--- config.mk ---
export PLATFORM = sky130hd
export DESIGN_NAME = rv_decode_stage
export DESIGN_NICKNAME = d
export VERILOG_FILES = /design/src/rtl/rv_decode_stage.sv
export SDC_FILE = /design/constraint.sdc
export NUM_CORES = 1
export LEC_CHECK = 0
export ABC_AREA = 1
export CORE_ASPECT_RATIO = 1.2
export CORE_MARGIN = 2
export CORE_UTILIZATION = 43
export CTS_CLUSTER_SIZE = 30
export DETAILED_ROUTE_END_ITERATION = 6
export GPL_TIMING_DRIVEN = 0
export PLACE_DENSITY = 0.79
export SYNTH_ARGS = -nofsm -noshare
export SYNTH_HDL_FRONTEND = slang
export SYNTH_SLANG_ARGS = --single-unit
--- constraint.sdc ---
create_clock -name CLK -period 1.6 [get_ports CLK]
set_clock_uncertainty 0.1 [all_clocks]
set_input_delay 0.32 -clock CLK [delete_from_list [all_inputs] [get_ports CLK]]
set_output_delay 0.32 -clock CLK [all_outputs]
set_load 0.02 [all_outputs]
--- src/rtl/rv_decode_stage.sv ---
// One-stage registered RV32I/RV32E decoder with valid/ready handshakes and flush.
// Define DEC_RV32M_EN to accept M-extension encodings (funct7 = 0000001 on the OP opcode).
module rv_decode_stage #(
  parameter int unsigned XLEN  = 32,
  parameter int unsigned NREGS = 32
) (
  input  logic            CLK,
  input  logic            RST,
  input  logic            FLUSH,
  input  logic            IN_VALID,
  output logic            IN_READY,
  input  logic [31:0]     INSTR,
  output logic            OUT_VALID,
  input  logic            OUT_READY,
  output logic [4:0]      RS1,
  output logic [4:0]      RS2,
  output logic [4:0]      RD,
  output logic [2:0]      FUNCT3,
  output logic [3:0]      ALU_OP,
  output logic            ALU_SRC,
  output logic [XLEN-1:0] IMM,
  output logic [3:0]      OPCLASS,
  output logic            REG_WE,
  output logic            ILLEGAL,
  output logic            MULDIV
);

  typedef enum logic [3:0] {
    ClsAluR   = 4'd0,
    ClsAluI   = 4'd1,
    ClsLoad   = 4'd2,
    ClsStore  = 4'd3,
    ClsBranch = 4'd4,
    ClsJal    = 4'd5,
    ClsJalr   = 4'd6,
    ClsLui    = 4'd7,
    ClsAuipc  = 4'd8,
    ClsNone   = 4'd15
  } opclass_e;

  localparam logic [6:0] OpAluR   = 7'b0110011;
  localparam logic [6:0] OpAluI   = 7'b0010011;
  localparam logic [6:0] OpLoad   = 7'b0000011;
  localparam logic [6:0] OpStore  = 7'b0100011;
  localparam logic [6:0] OpBranch = 7'b1100011;
  localparam logic [6:0] OpJal    = 7'b1101111;
  localparam logic [6:0] OpJalr   = 7'b1100111;
  localparam logic [6:0] OpLui    = 7'b0110111;
  localparam logic [6:0] OpAuipc  = 7'b0010111;

  logic [6:0] opcode;
  logic [2:0] funct3;
  logic [6:0] funct7;
  logic [4:0] rs1_f, rs2_f, rd_f;

  assign opcode = INSTR[6:0];
  assign funct3 = INSTR[14:12];
  assign funct7 = INSTR[31:25];
  assign rs1_f  = INSTR[19:15];
  assign rs2_f  = INSTR[24:20];
  assign rd_f   = INSTR[11:7];

  logic [31:0] imm_i, imm_s, imm_b, imm_u, imm_j;

  assign imm_i = {{20{INSTR[31]}}, INSTR[31:20]};
  assign imm_s = {{20{INSTR[31]}}, INSTR[31:25], INSTR[11:7]};
  assign imm_b = {{19{INSTR[31]}}, INSTR[31], INSTR[7], INSTR[30:25], INSTR[11:8], 1'b0};
  assign imm_u = {INSTR[31:12], 12'b0};
  assign imm_j = {{11{INSTR[31]}}, INSTR[31], INSTR[19:12], INSTR[20], INSTR[30:21], 1'b0};

  // Next-state decode of the word currently offered on INSTR.
  opclass_e        cls_d;
  logic [3:0]      alu_op_d;
  logic            alu_src_d;
  logic [31:0]     imm32_d;
  logic [XLEN-1:0] imm_d;
  logic [4:0]      rs1_d, rs2_d, rd_d;
  logic            writes_rd;
  logic            reg_we_d;
  logic            illegal_d;
  logic            muldiv_d;
  logic            use_rs1, use_rs2, use_rd;
  logic            bad_enc;
  logic            bad_reg;

  always_comb begin
    cls_d     = ClsNone;
    alu_op_d  = 4'b0000;
    alu_src_d = 1'b1;
    imm32_d   = 32'd0;
    rs1_d     = rs1_f;
    rs2_d     = rs2_f;
    rd_d      = rd_f;
    writes_rd = 1'b0;
    muldiv_d  = 1'b0;
    use_rs1   = 1'b0;
    use_rs2   = 1'b0;
    use_rd    = 1'b0;
    bad_enc   = 1'b0;

    case (opcode)
      OpAluR: begin
        cls_d     = ClsAluR;
        alu_src_d = 1'b0;
        alu_op_d  = {INSTR[30], funct3};
        writes_rd = 1'b1;
        use_rs1   = 1'b1;
        use_rs2   = 1'b1;
        use_rd    = 1'b1;
        if (funct7 == 7'b0000000) begin
          bad_enc = 1'b0;
        end else if (funct7 == 7'b0100000) begin
          bad_enc = !((funct3 == 3'b000) || (funct3 == 3'b101));
`ifdef DEC_RV32M_EN
        end else if (funct7 == 7'b0000001) begin
          // INSTR[30] is 0 here, so alu_op already reads {0, funct3}.
          muldiv_d = 1'b1;
`endif
        end else begin
          bad_enc = 1'b1;
        end
      end
      OpAluI: begin
        cls_d     = ClsAluI;
        imm32_d   = imm_i;
        rs2_d     = 5'd0;
        alu_op_d  = {(funct3 == 3'b101) & INSTR[30], funct3};
        writes_rd = 1'b1;
        use_rs1   = 1'b1;
        use_rd    = 1'b1;
        if (funct3 == 3'b001) begin
          bad_enc = (funct7 != 7'b0000000);
        end else if (funct3 == 3'b101) begin
          bad_enc = (funct7 != 7'b0000000) && (funct7 != 7'b0100000);
        end
      end
      OpLoad: begin
        cls_d     = ClsLoad;
        imm32_d   = imm_i;
        rs2_d     = 5'd0;
        writes_rd = 1'b1;
        use_rs1   = 1'b1;
        use_rd    = 1'b1;
        bad_enc   = (funct3 == 3'b011) || (funct3 == 3'b110) || (funct3 == 3'b111);
      end
      OpStore: begin
        cls_d   = ClsStore;
        imm32_d = imm_s;
        rd_d    = 5'd0;
        use_rs1 = 1'b1;
        use_rs2 = 1'b1;
        bad_enc = (funct3 >= 3'b011);
      end
      OpBranch: begin
        cls_d     = ClsBranch;
        imm32_d   = imm_b;
        rd_d      = 5'd0;
        alu_op_d  = 4'b1000;
        alu_src_d = 1'b0;
        use_rs1   = 1'b1;
        use_rs2   = 1'b1;
        bad_enc   = (funct3 == 3'b010) || (funct3 == 3'b011);
      end
      OpJal: begin
        cls_d     = ClsJal;
        imm32_d   = imm_j;
        rs1_d     = 5'd0;
        rs2_d     = 5'd0;
        writes_rd = 1'b1;
        use_rd    = 1'b1;
      end
      OpJalr: begin
        cls_d     = ClsJalr;
        imm32_d   = imm_i;
        rs2_d     = 5'd0;
        writes_rd = 1'b1;
        use_rs1   = 1'b1;
        use_rd    = 1'b1;
        bad_enc   = (funct3 != 3'b000);
      end
      OpLui, OpAuipc: begin
        cls_d     = (opcode == OpLui) ? ClsLui : ClsAuipc;
        imm32_d   = imm_u;
        rs1_d     = 5'd0;
        rs2_d     = 5'd0;
        writes_rd = 1'b1;
        use_rd    = 1'b1;
      end
      default: begin
        bad_enc = 1'b1;
      end
    endcase

    if (INSTR[1:0] != 2'b11) begin
      bad_enc = 1'b1;
    end

    bad_reg = (use_rs1 && ({27'd0, rs1_f} >= NREGS)) ||
              (use_rs2 && ({27'd0, rs2_f} >= NREGS)) ||
              (use_rd  && ({27'd0, rd_f}  >= NREGS));

    illegal_d = bad_enc || bad_reg;
    reg_we_d  = writes_rd && (rd_f != 5'd0);

    // Illegal words still travel down the pipe, but with neutral control so nothing executes.
    if (illegal_d) begin
      cls_d     = ClsNone;
      alu_op_d  = 4'b0000;
      alu_src_d = 1'b0;
      imm32_d   = 32'd0;
      reg_we_d  = 1'b0;
      muldiv_d  = 1'b0;
    end

    imm_d = XLEN'($signed(imm32_d));
  end

  // Pipeline register.
  logic            valid_q;
  logic [4:0]      rs1_q, rs2_q, rd_q;
  logic [2:0]      funct3_q;
  logic [3:0]      alu_op_q;
  logic            alu_src_q;
  logic [XLEN-1:0] imm_q;
  opclass_e        cls_q;
  logic            reg_we_q;
  logic            illegal_q;
  logic            load;

  assign IN_READY = !valid_q || OUT_READY;
  assign load     = IN_VALID && IN_READY;

  always_ff @(posedge CLK) begin
    if (RST) begin
      valid_q   <= 1'b0;
      rs1_q     <= 5'd0;
      rs2_q     <= 5'd0;
      rd_q      <= 5'd0;
      funct3_q  <= 3'd0;
      alu_op_q  <= 4'd0;
      alu_src_q <= 1'b0;
      imm_q     <= '0;
      cls_q     <= ClsNone;
      reg_we_q  <= 1'b0;
      illegal_q <= 1'b0;
    end else if (FLUSH) begin
      valid_q <= 1'b0;
    end else if (load) begin
      valid_q   <= 1'b1;
      rs1_q     <= rs1_d;
      rs2_q     <= rs2_d;
      rd_q      <= rd_d;
      funct3_q  <= funct3;
      alu_op_q  <= alu_op_d;
      alu_src_q <= alu_src_d;
      imm_q     <= imm_d;
      cls_q     <= cls_d;
      reg_we_q  <= reg_we_d;
      illegal_q <= illegal_d;
    end else if (OUT_READY) begin
      valid_q <= 1'b0;
    end
  end

`ifdef DEC_RV32M_EN
  logic muldiv_q;

  always_ff @(posedge CLK) begin
    if (RST) begin
      muldiv_q <= 1'b0;
    end else if (!FLUSH && load) begin
      muldiv_q <= muldiv_d;
    end
  end

  assign MULDIV = muldiv_q;
`else
  assign MULDIV = 1'b0;
`endif

  assign OUT_VALID = valid_q;
  assign RS1       = rs1_q;
  assign RS2       = rs2_q;
  assign RD        = rd_q;
  assign FUNCT3    = funct3_q;
  assign ALU_OP    = alu_op_q;
  assign ALU_SRC   = alu_src_q;
  assign IMM       = imm_q;
  assign OPCLASS   = cls_q;
  assign REG_WE    = reg_we_q;
  assign ILLEGAL   = illegal_q;

endmodule

==> reports/qor.yml, run 1 <==
die_area_um2: 8470
start_util_pct: 43.9
ys_top_cells_by_area: "dfxtp_1 (37%), nand2_1 (19%), nor2_1 (11%)"
p_leak_nw: 2.53
core_area_um2: 7580
syn-instance-count: 536
synth_nets: 573
routedWlPerCell_um: 15.5
worst-setup-path-type: "input pin to flop"
place.gp.congestion: 0.939
synth.largest_area_cell: "dfxtp_1"
tightest_slew_ns: 0.512
setup_viol: 5
rsz0062_at_grt: "true"
hold_buffers: 0
crit_chain: "buf_4, inv_6, nand2_4, nor2_4, inv_2, nor2_4, nor2_2, nand2_4, nand2_4, nor2_8, buf_6, nand2_1, a21oi_1"
cp-start-kind: "input pin"
via_per_inst: 5.37
first_global_vias: 3838
syn-cell-area_um2: 3330
clock_latency_ns: 0.35
critPathSlowestCell: "nor2_8"
synth-edff-count: 0
vias: 4212
yosysWarnings: 0
fin_crit_ns: 1.65
status: "complete, but fails checks"
maxCapViolCount: 0
hold_viol: 0
dp_hpwl_um: 7830
synth.avg_cell_area_um2: 6.21
final_nets: 725
final_common_cell: "nand2_1"
min_path_type: "input pin to flop"
peakVddDrop_mv: 0.574
grt.overflow.total: 0
fin_ws_ns: -0.0475
path_clk_slew_ns: 0.07
powerDensity_nw_per_um2: 737
required_ns: 1.77
grt_util_all_layers_pct: 26.1
ioPinCount: 101
hold_depth: 2
hold_slack_ns: 0.136
worst-path-stages: 13
drc: 0
ys.flop_type: "dfxtp_1"
cpPeakStageDelay_ns: 0.20
path_max_fanout: 5
finalWirelength_um: 12200
ys_seq_area_share_pct: 37.3
ys_types: 24
setup-tns-final_ns: -0.0975
path_buf_inv: 4
worstRegToRegCells: 9
ys_ff_latch: 62
synth_top_area_share_pct: 37.3
drt_pass1_iterations: 5
worst_slew_margin_rel_pct: 65.7
syn2layout_area_growth_pct: 62.0
synthArstFlopShare_pct: 0
violations: "setup timing"
cts_root_buffer: "clkbuf_8"
dp_slack_ns: -0.986
antenna_found_initial: 0
die_x_um: 84.3
clockBufferDepth: 2
worst-endpoint-arrival_ns: 1.82
finalMaxSlewViolations: 0
grt_max_degree: 14
post_route_cells_drive_above_1_share_pct: 31.6
grt_pass1_wl_um: 17600
cts.sinks: 62
endpoint_kind: "flop"
antenna_left: 0
cp_top_family: "simple AND/OR/NAND/NOR gates"
period_share_pct: 103
final_cell_mix: "nand2_1 (143), nor2_1 (69), dlygate4sd2_1 (63)"
diodes: 0
fillers: 617
fmax_ghz: 0.607
numCtsBuffers: 9
cts_tree: "built"
portBuffers: 98
drt-initial-drc-count: 349
rows: 35
htree_levels: 3
cp_common_cell: "nand2_4"
die_h_um: 100
power_mw: 3.98
[path summary, 6_finish.rpt]
check	from	end	slack, ns
setup / recovery	INSTR[2]	IMM[18]	-0.05
hold / removal	FLUSH	OUT_VALID	0.14
setup reg to reg	OUT_VALID	ILLEGAL	0.03
hold reg to reg	IMM[6]	IMM[6]	0.36
[per-layer routing]
metal  vias to the layer above  global-route usage, %  routed length [um]
met5                         -                      0                   0
met4                         0                   10.9                 412
met3                        49                   4.11                 773
met2                       195                   48.0                6140
met1                      1972                   29.9                4840
li1                       1996                      -                   -
[flip-flops by register name (all words and copies together) (netlist names)]
signal,cells
ALU_OP,4
ALU_SRC,1
FUNCT3,3
ILLEGAL,1
IMM,32
OPCLASS,4
OUT_VALID,1
RD,5
REG_WE,1
RS1,5
RS2,5
[kinds of logic after synthesis]
family	after synthesis	synth area share, %
simple gates	319	40.4
flops	62	37.3
buf+inv	69	9.24
compound gates	85	13.0
other cells	1	0.113
[area by class of cell]
class / instances / area (um2) / share of cell area (%)
clock buffer: 9 / 124 / 2.30
buffer: 29 / 235 / 4.36
multi-input combinational: 406 / 2200 / 40.7
tap: 92 / 115 / 2.13
clock inverter: 7 / 128 / 2.37
sequential: 62 / 1240 / 23.0
timing repair buffer: 140 / 1180 / 21.8
inverter: 40 / 175 / 3.25
[cell usage after synthesis, types with 2 or more instances]
cell type / number
a21oi_1: 63
buf_2: 6
buf_4: 3
buf_6: 4
clkbuf_1: 16
dfxtp_1: 62
inv_1: 35
inv_2: 5
nand2_1: 168
nand2_2: 6
nand2_4: 4
nand3_1: 23
nand3_2: 2
nand4_1: 6
nor2_1: 101
nor2_2: 4
nor2_4: 2
o211ai_1: 2
o21ai_0: 19
[power by group]
group	internal, mW	switching, mW	leakage [nW]	total [mW]
registers	1.58	0.0201	0.504	1.60
logic	0.243	0.373	1.90	0.615
clock network	1.06	0.700	0.127	1.76
[per-stage QoR]
stage,utilization (%),cell area (um2),cells
6_report,71.2,5400,785
5_1_grt,71.2,5400,785
4_1_cts,65.2,4940,762
3_5_place_dp,59.4,4500,726
3_3_place_gp,59.4,4500,726
2_1_floorplan,-,3400,536
[what timing repair did]
action	4_1_cts	5_1_grt
resized for setup	145	148
buffers inserted	14	22
pin swaps	15	41
endpoints found under the setup margin	124	57
cloned	6	1
(Power assumes the default switching activity.)
==> run 2: changes to the inputs <==
RECOVER_POWER = 100   (was not set)
==> results of run 2 <==
No change in the layout: final DEF, timing and power equal those of run 1.
